===== src/rtl/popcount_stream_if.sv =====
// AXI4-Stream slave bundle for popcount_stream: data, byte keep, last,
// valid/ready handshake. DATA_WIDTH must match the attached block.
interface popcount_stream_if #(
  parameter int DATA_WIDTH = 32
);
  logic [DATA_WIDTH-1:0]   S_AXIS_TDATA;
  logic [DATA_WIDTH/8-1:0] S_AXIS_TKEEP;
  logic                    S_AXIS_TLAST;
  logic                    S_AXIS_TVALID;
  logic                    S_AXIS_TREADY;

  modport master (
    output S_AXIS_TDATA, S_AXIS_TKEEP, S_AXIS_TLAST, S_AXIS_TVALID,
    input  S_AXIS_TREADY
  );

  modport slave (
    input  S_AXIS_TDATA, S_AXIS_TKEEP, S_AXIS_TLAST, S_AXIS_TVALID,
    output S_AXIS_TREADY
  );
endinterface


===== src/rtl/popcount_stream.sv =====
// Pipelined stream popcount. Counts set bits of TKEEP-masked stream beats
// and of 32-bit MMIO write words into a running total (COUNT), and keeps a
// per-packet stream count latched on TLAST (LAST_PKT_COUNT).
// Pipeline: S1 masks and registers, S2 computes popcounts, then accumulate.
// Optional build macro POPCOUNT_SATURATE_EN: counters clamp at all-ones
// instead of wrapping.
module popcount_stream #(
  parameter int DATA_WIDTH  = 32,
  parameter int COUNT_WIDTH = 32
) (
  input  logic                   S_AXIS_ACLK,
  input  logic                   S_AXIS_ARESET,
  popcount_stream_if.slave       s_axis,
  input  logic [31:0]            WRITE_DATA,
  input  logic                   WRITE_VALID,
  output logic [COUNT_WIDTH-1:0] COUNT,
  input  logic                   COUNT_RST,
  output logic                   COUNT_BUSY,
  output logic [COUNT_WIDTH-1:0] LAST_PKT_COUNT,
  output logic                   LAST_PKT_VALID
);

  localparam int KEEP_WIDTH = DATA_WIDTH / 8;
  localparam int SUM_WIDTH  = $clog2(DATA_WIDTH + 1);
  // Accumulation is done wide enough that one beat plus one word can never
  // overflow before clamping/wrapping, even for narrow COUNT_WIDTH.
  localparam int EXT_WIDTH  = COUNT_WIDTH + SUM_WIDTH + 2;

  typedef logic [COUNT_WIDTH-1:0] cnt_t;
  typedef logic [EXT_WIDTH-1:0]   ext_t;

  logic                  clear;
  logic                  accept_en;
  logic [DATA_WIDTH-1:0] masked;

  // S1 registers
  logic [DATA_WIDTH-1:0] d1;
  logic                  last1;
  logic                  v1s;
  logic [31:0]           wdata1;
  logic                  v1w;

  // S2 registers
  logic [SUM_WIDTH-1:0]  ssum2;
  logic [5:0]            wsum2;
  logic                  last2;
  logic                  v2s;
  logic                  v2w;

  // Accumulators
  cnt_t count_q;
  cnt_t pkt_q;
  cnt_t last_pkt_q;
  logic last_pkt_valid_q;

  ext_t add_s;
  ext_t add_w;
  ext_t count_sum;
  ext_t pkt_sum;

  assign clear     = S_AXIS_ARESET || COUNT_RST;
  assign accept_en = !clear;
  assign s_axis.S_AXIS_TREADY = accept_en;

  function automatic logic [SUM_WIDTH-1:0] ones_beat(input logic [DATA_WIDTH-1:0] d);
    logic [SUM_WIDTH-1:0] c;
    c = '0;
    for (int i = 0; i < DATA_WIDTH; i++) c = c + SUM_WIDTH'(d[i]);
    return c;
  endfunction

  function automatic logic [5:0] ones_word(input logic [31:0] d);
    logic [5:0] c;
    c = '0;
    for (int i = 0; i < 32; i++) c = c + 6'(d[i]);
    return c;
  endfunction

  // Saturating or wrapping reduction of a wide sum to counter width.
  function automatic cnt_t fold(input ext_t v);
`ifdef POPCOUNT_SATURATE_EN
    cnt_t cnt_max;
    cnt_max = '1;
    return (v > EXT_WIDTH'(cnt_max)) ? cnt_max : cnt_t'(v);
`else
    return cnt_t'(v);
`endif
  endfunction

  // Zero every byte whose TKEEP bit is clear.
  always_comb begin
    // NOTE: default first so every path assigns masked and no latch is inferred.
    masked = '0;
    for (int i = 0; i < KEEP_WIDTH; i++) begin
      if (s_axis.S_AXIS_TKEEP[i]) masked[8*i +: 8] = s_axis.S_AXIS_TDATA[8*i +: 8];
    end
  end

  // S1: register masked beat, write word and their valids.
  always_ff @(posedge S_AXIS_ACLK) begin
    // NOTE: payload registers are not reset; only the valid flags qualify them.
    // NOTE: non-blocking assignments so all stages update from pre-edge values.
    d1     <= masked;
    last1  <= s_axis.S_AXIS_TLAST;
    wdata1 <= WRITE_DATA;
    if (clear) begin
      v1s <= 1'b0;
      v1w <= 1'b0;
    end else begin
      v1s <= s_axis.S_AXIS_TVALID && accept_en;
      v1w <= WRITE_VALID;
    end
  end

  // S2: popcounts of the stage-1 payloads.
  always_ff @(posedge S_AXIS_ACLK) begin
    ssum2 <= ones_beat(d1);
    wsum2 <= ones_word(wdata1);
    last2 <= last1;
    if (clear) begin
      v2s <= 1'b0;
      v2w <= 1'b0;
    end else begin
      v2s <= v1s;
      v2w <= v1w;
    end
  end

  // Next accumulator values computed at extended width.
  always_comb begin
    add_s     = v2s ? EXT_WIDTH'(ssum2) : '0;
    add_w     = v2w ? EXT_WIDTH'(wsum2) : '0;
    count_sum = EXT_WIDTH'(count_q) + add_s + add_w;
    pkt_sum   = EXT_WIDTH'(pkt_q) + add_s;
  end

  // Accumulate: running total, packet sum, and packet result on TLAST.
  always_ff @(posedge S_AXIS_ACLK) begin
    if (clear) begin
      count_q          <= '0;
      pkt_q            <= '0;
      last_pkt_q       <= '0;
      last_pkt_valid_q <= 1'b0;
    end else begin
      last_pkt_valid_q <= 1'b0;
      if (v2s || v2w) count_q <= fold(count_sum);
      if (v2s) begin
        if (last2) begin
          last_pkt_q       <= fold(pkt_sum);
          last_pkt_valid_q <= 1'b1;
          pkt_q            <= '0;
        end else begin
          pkt_q <= fold(pkt_sum);
        end
      end
    end
  end

  assign COUNT          = count_q;
  assign LAST_PKT_COUNT = last_pkt_q;
  assign LAST_PKT_VALID = last_pkt_valid_q;
  assign COUNT_BUSY     = v1s | v1w | v2s | v2w;

endmodule


===== src/flat_wrapper.sv =====
// flat-port wrapper written by rule: the top's interface ports become plain ports
module popcount_stream_flat 
#(
  parameter int DATA_WIDTH  = 32,
  parameter int COUNT_WIDTH = 32
)
  (S_AXIS_ACLK, S_AXIS_ARESET, WRITE_DATA, WRITE_VALID, COUNT, COUNT_RST, COUNT_BUSY, LAST_PKT_COUNT, LAST_PKT_VALID, s_axis_S_AXIS_TDATA, s_axis_S_AXIS_TKEEP, s_axis_S_AXIS_TLAST, s_axis_S_AXIS_TVALID, s_axis_S_AXIS_TREADY);
  popcount_stream_if #(.DATA_WIDTH(DATA_WIDTH)) s_axis_i ();
  input  logic S_AXIS_ACLK;
  input  logic S_AXIS_ARESET;
  input  logic [31:0] WRITE_DATA;
  input  logic WRITE_VALID;
  output logic [COUNT_WIDTH-1:0] COUNT;
  input  logic COUNT_RST;
  output logic COUNT_BUSY;
  output logic [COUNT_WIDTH-1:0] LAST_PKT_COUNT;
  output logic LAST_PKT_VALID;
  input wire logic [$bits(s_axis_i.S_AXIS_TDATA)-1:0] s_axis_S_AXIS_TDATA;
  input wire logic [$bits(s_axis_i.S_AXIS_TKEEP)-1:0] s_axis_S_AXIS_TKEEP;
  input wire logic [$bits(s_axis_i.S_AXIS_TLAST)-1:0] s_axis_S_AXIS_TLAST;
  input wire logic [$bits(s_axis_i.S_AXIS_TVALID)-1:0] s_axis_S_AXIS_TVALID;
  output wire logic [$bits(s_axis_i.S_AXIS_TREADY)-1:0] s_axis_S_AXIS_TREADY;
  assign s_axis_i.S_AXIS_TDATA = s_axis_S_AXIS_TDATA;
  assign s_axis_i.S_AXIS_TKEEP = s_axis_S_AXIS_TKEEP;
  assign s_axis_i.S_AXIS_TLAST = s_axis_S_AXIS_TLAST;
  assign s_axis_i.S_AXIS_TVALID = s_axis_S_AXIS_TVALID;
  assign s_axis_S_AXIS_TREADY = s_axis_i.S_AXIS_TREADY;
  popcount_stream #(.DATA_WIDTH(DATA_WIDTH), .COUNT_WIDTH(COUNT_WIDTH)) u_core (.S_AXIS_ACLK(S_AXIS_ACLK), .S_AXIS_ARESET(S_AXIS_ARESET), .s_axis(s_axis_i), .WRITE_DATA(WRITE_DATA), .WRITE_VALID(WRITE_VALID), .COUNT(COUNT), .COUNT_RST(COUNT_RST), .COUNT_BUSY(COUNT_BUSY), .LAST_PKT_COUNT(LAST_PKT_COUNT), .LAST_PKT_VALID(LAST_PKT_VALID));
endmodule

===== config.mk =====
export PLATFORM = sky130hd
export DESIGN_NAME = popcount_stream_flat
export DESIGN_NICKNAME = d
export VERILOG_FILES = /design/src/rtl/popcount_stream_if.sv /design/src/rtl/popcount_stream.sv /design/src/flat_wrapper.sv
export SDC_FILE = /design/constraint.sdc
export NUM_CORES = 1
export LEC_CHECK = 0
export ABC_AREA = 1
export CORE_ASPECT_RATIO = 0.8
export CORE_UTILIZATION = 40
export DETAILED_ROUTE_END_ITERATION = 16
export MAX_ROUTING_LAYER = met4
export PLACE_DENSITY_LB_ADDON = 0.05
export SETUP_SLACK_MARGIN = 0.3
export SKIP_CTS_REPAIR_TIMING = 1
export SYNTH_ARGS = -nofsm -noshare
export SYNTH_HDL_FRONTEND = slang
export SYNTH_SLANG_ARGS = --single-unit

===== constraint.sdc =====
create_clock -name S_AXIS_ACLK -period 14.45 [get_ports S_AXIS_ACLK]
set_input_delay 3.6125 -clock S_AXIS_ACLK [delete_from_list [all_inputs] [get_ports S_AXIS_ACLK]]
set_output_delay 3.6125 -clock S_AXIS_ACLK [all_outputs]
set_load 0.01 [all_outputs]

==> metrics.cfg <==
[placed_design]
place.gp.congestion = 0.883
hpwl_mm = 15.5
placedCellCount = 1623
portBuffers = 140
dpl_cell_area_sq_um = 11100

[critical_path]
start_kind = input pin
crit_family = buffers and inverters
cp_data_required_time_ns = 10.84
critPathMaxStageDelay_ns = 0.65
cp_cell_sequence = clkdlybuf4s50_1, nor2_4, buf_4, clkdlybuf4s50_1
crit_arrival_ns = 5.31
critical_path_buf_inv_count = 3
cpMostUsedCell = clkdlybuf4s50_1
crit_fanout = 58
crit_type = input pin to output pin
crit_slowest_cell = clkdlybuf4s50_1
end_kind = output pin

[global_route]
grt_pass1_wl_mm = 35.1
grt_max_degree = 59
overflow = 0
antenna_found_initial = 0
grt_pass1_vias = 7133
grt_usage_pct = 18.5

[timing]
clock_skew_ns = 0.0129
whs_ns = 0.376
rsz0062_at_grt = false
worst_slew_pin_slew_ns = 0.996
min_period_over_period_pct = 61.8
final-setup-viol-count = 0
fin_crit_ns = 8.93
fmax_mhz = 112
relSlewSlack_pct = 33.6
fin_setup_tns_ns = 0
final-hold-violation-count = 0
slew_viol_final = 0

[clock_network]
path_clk_slew_ns = 0.07
htreeDepth = 4
cts_buffers = 17
cts.sinks = 179
root_buffer = clkbuf_16
clock_path_buffers = 2
clk_latency_ns = 0.43
cts_tree = done

[layout]
fin_area_sq_um = 11700
drive_gt1_share_pct = 8.90
diodes = 0
syn_to_final_growth_pct = 24.0
stdcell_count = 1655
nets = 1494

[power]
leakagePower_uw = 0.00536
power_density_nw_per_um2 = 122
finalPower_uw = 1430
irDropWorstVdd_mv = 0.0830

[floorplan]
boundaryPins = 141
dieArea_sq_um = 24200
initial_utilization_pct = 41.4
die_w_um = 174
rows = 49
fp.dieH_um = 139
core-area_sq_um = 22800

[yosys]
postSynthAreaPerCell_sq_um = 7.83
yosys_warnings = 0
synth.cell_area_sq_um = 9440
synth_top_area_cell = dfxtp_1
synth_edf_count = 0
synthCells = 1205
synth_ff_type = dfxtp_1
syn_nets = 1363
async_flop_share_pct = 0
ys_top_cells_by_area = dfxtp_1, fa_1, nand2_1, inv_1, ha_1
yosysTopAreaCellShare_pct = 38.0
ys_ff_latch = 179
netlist-cell-type-count = 44
ys_seq_area_share_pct = 38.0

[detailed_routing]
via_count = 7437
wl_mm = 20.7
postRouteAntennaNets = 0
post_drt_wl_per_cell_um = 12.5
dr.pass1.iters = 5
drc = 0
drt_iter0_drc = 461
avgViaCountPerCell = 4.49

[min_path]
hp-class = flip-flop to flip-flop

[run_status]
outcome = finished clean

[run]
maxCapViolCount = 0

## state kept, by name (all words and copies together), names as in the netlist
signal / cells
u_core.pkt_q: 32
u_core.v2s: 1
u_core.v2w: 1
u_core.LAST_PKT_VALID: 1
u_core.wsum2: 6
u_core.v1s: 1
u_core.last2: 1
u_core.COUNT: 32
u_core.ssum2: 6
u_core.v1w: 1
u_core.wdata1: 32
u_core.last1: 1
u_core.d1: 32
u_core.LAST_PKT_COUNT: 32
## metal layers
layer,wire length (um),track usage [%],up-vias
li1,-,-,3941
met4,177,4.02,0
met1,10600,25.7,3306
met3,1120,4.10,15
met2,8780,27.5,175
met5,0,-,-
## metrics by stage
stage | utilization [%] | worst slack, ns
after detailed placement | 48.7 | 5.51
after floorplan | - | 6.67
after CTS | 51.3 | 5.51
after global placement | 48.7 | 5.51
final | 51.3 | 5.52
after global routing | 51.3 | 5.45
## cells by family after synthesis
family          share of synthesized area (%)
simple gates                             24.1
buf+inv                                  11.8
xor+xnor                                 2.11
fa+ha+maj                                15.6
compound gates                           8.37
flops                                    38.0
## cell usage after synthesis, types with 2 or more instances
cell type,instances
o21ai_2,2
nor2_1,71
fa_1,56
inv_1,245
nand2_2,17
buf_1,3
a21oi_2,4
xnor2_1,3
ha_1,28
nor2_4,5
a31oi_1,2
xor2_1,16
inv_2,16
buf_4,3
nand2_1,262
nand3b_1,3
nor3_1,12
nor3_4,2
nand3_1,58
o21ai_0,44
o21ai_1,4
nand2_4,6
or2_2,4
xnor2_2,2
dfxtp_1,179
clkbuf_1,16
nand4_1,19
nor2_2,9
buf_2,8
a21oi_1,66
o21bai_1,15
nand3_2,6
nor3_2,8
## power by group
part	internal (uW)	switching [uW]	total, uW	leakage [uW]
clock network	235	221	456	0.000271
logic	198	237	435	0.00362
registers	529	7.62	536	0.00147
total	961	466	1430	0.00536
## final cells by class
type / instances / area (sq um)
Clock buffer: 18 / 439
Clock inverter: 14 / 141
Fill cell: 2239 / 11100
Inverter: 262 / 983
Multi-Input combinational cell: 734 / 4750
Sequential cell: 179 / 3580
Tap cell: 306 / 383
Timing Repair Buffer: 142 / 1420
## worst paths after layout
path | from | slack (ns) | to | depth (start not counted)
min reg2reg | u_core.last1 | 0.38 | u_core.last2 | 0
max reg2reg | u_core.d1[0] | 9.54 | u_core.ssum2[4] | 12
min | u_core.last1 | 0.38 | u_core.last2 | 0
max | COUNT_RST | 5.52 | s_axis_S_AXIS_TREADY | 4
## cell usage in the layout (no fill, tap or decap), types with 3 or more instances in the layout
cell type        Yosys  final
fa_1                56     56
inv_8                0      7
nor2_4               5      7
nor2_1              71     69
inv_2               16     16
clkdlybuf4s50_1      0    140
xor2_1              16     16
nand4_1             19     19
dfxtp_1            179    179
a21oi_2              4      4
nand2_1            262    262
nor3_2               8      8
nand3b_1             3      3
o21bai_1            15     15
nand3_1             58     58
inv_1              245    245
o21ai_0             44     44
nor3_1              12     12
clkbuf_16            0     17
a21oi_1             66     66
o21ai_1              4      4
clkinvlp_4           0      5
or2_2                4      4
nor2_2               9      9
ha_1                28     28
nand3_2              6      6
xnor2_1              3      3
nand2_2             17     17
nand2_4              6      6
(Power assumes the default switching activity.)
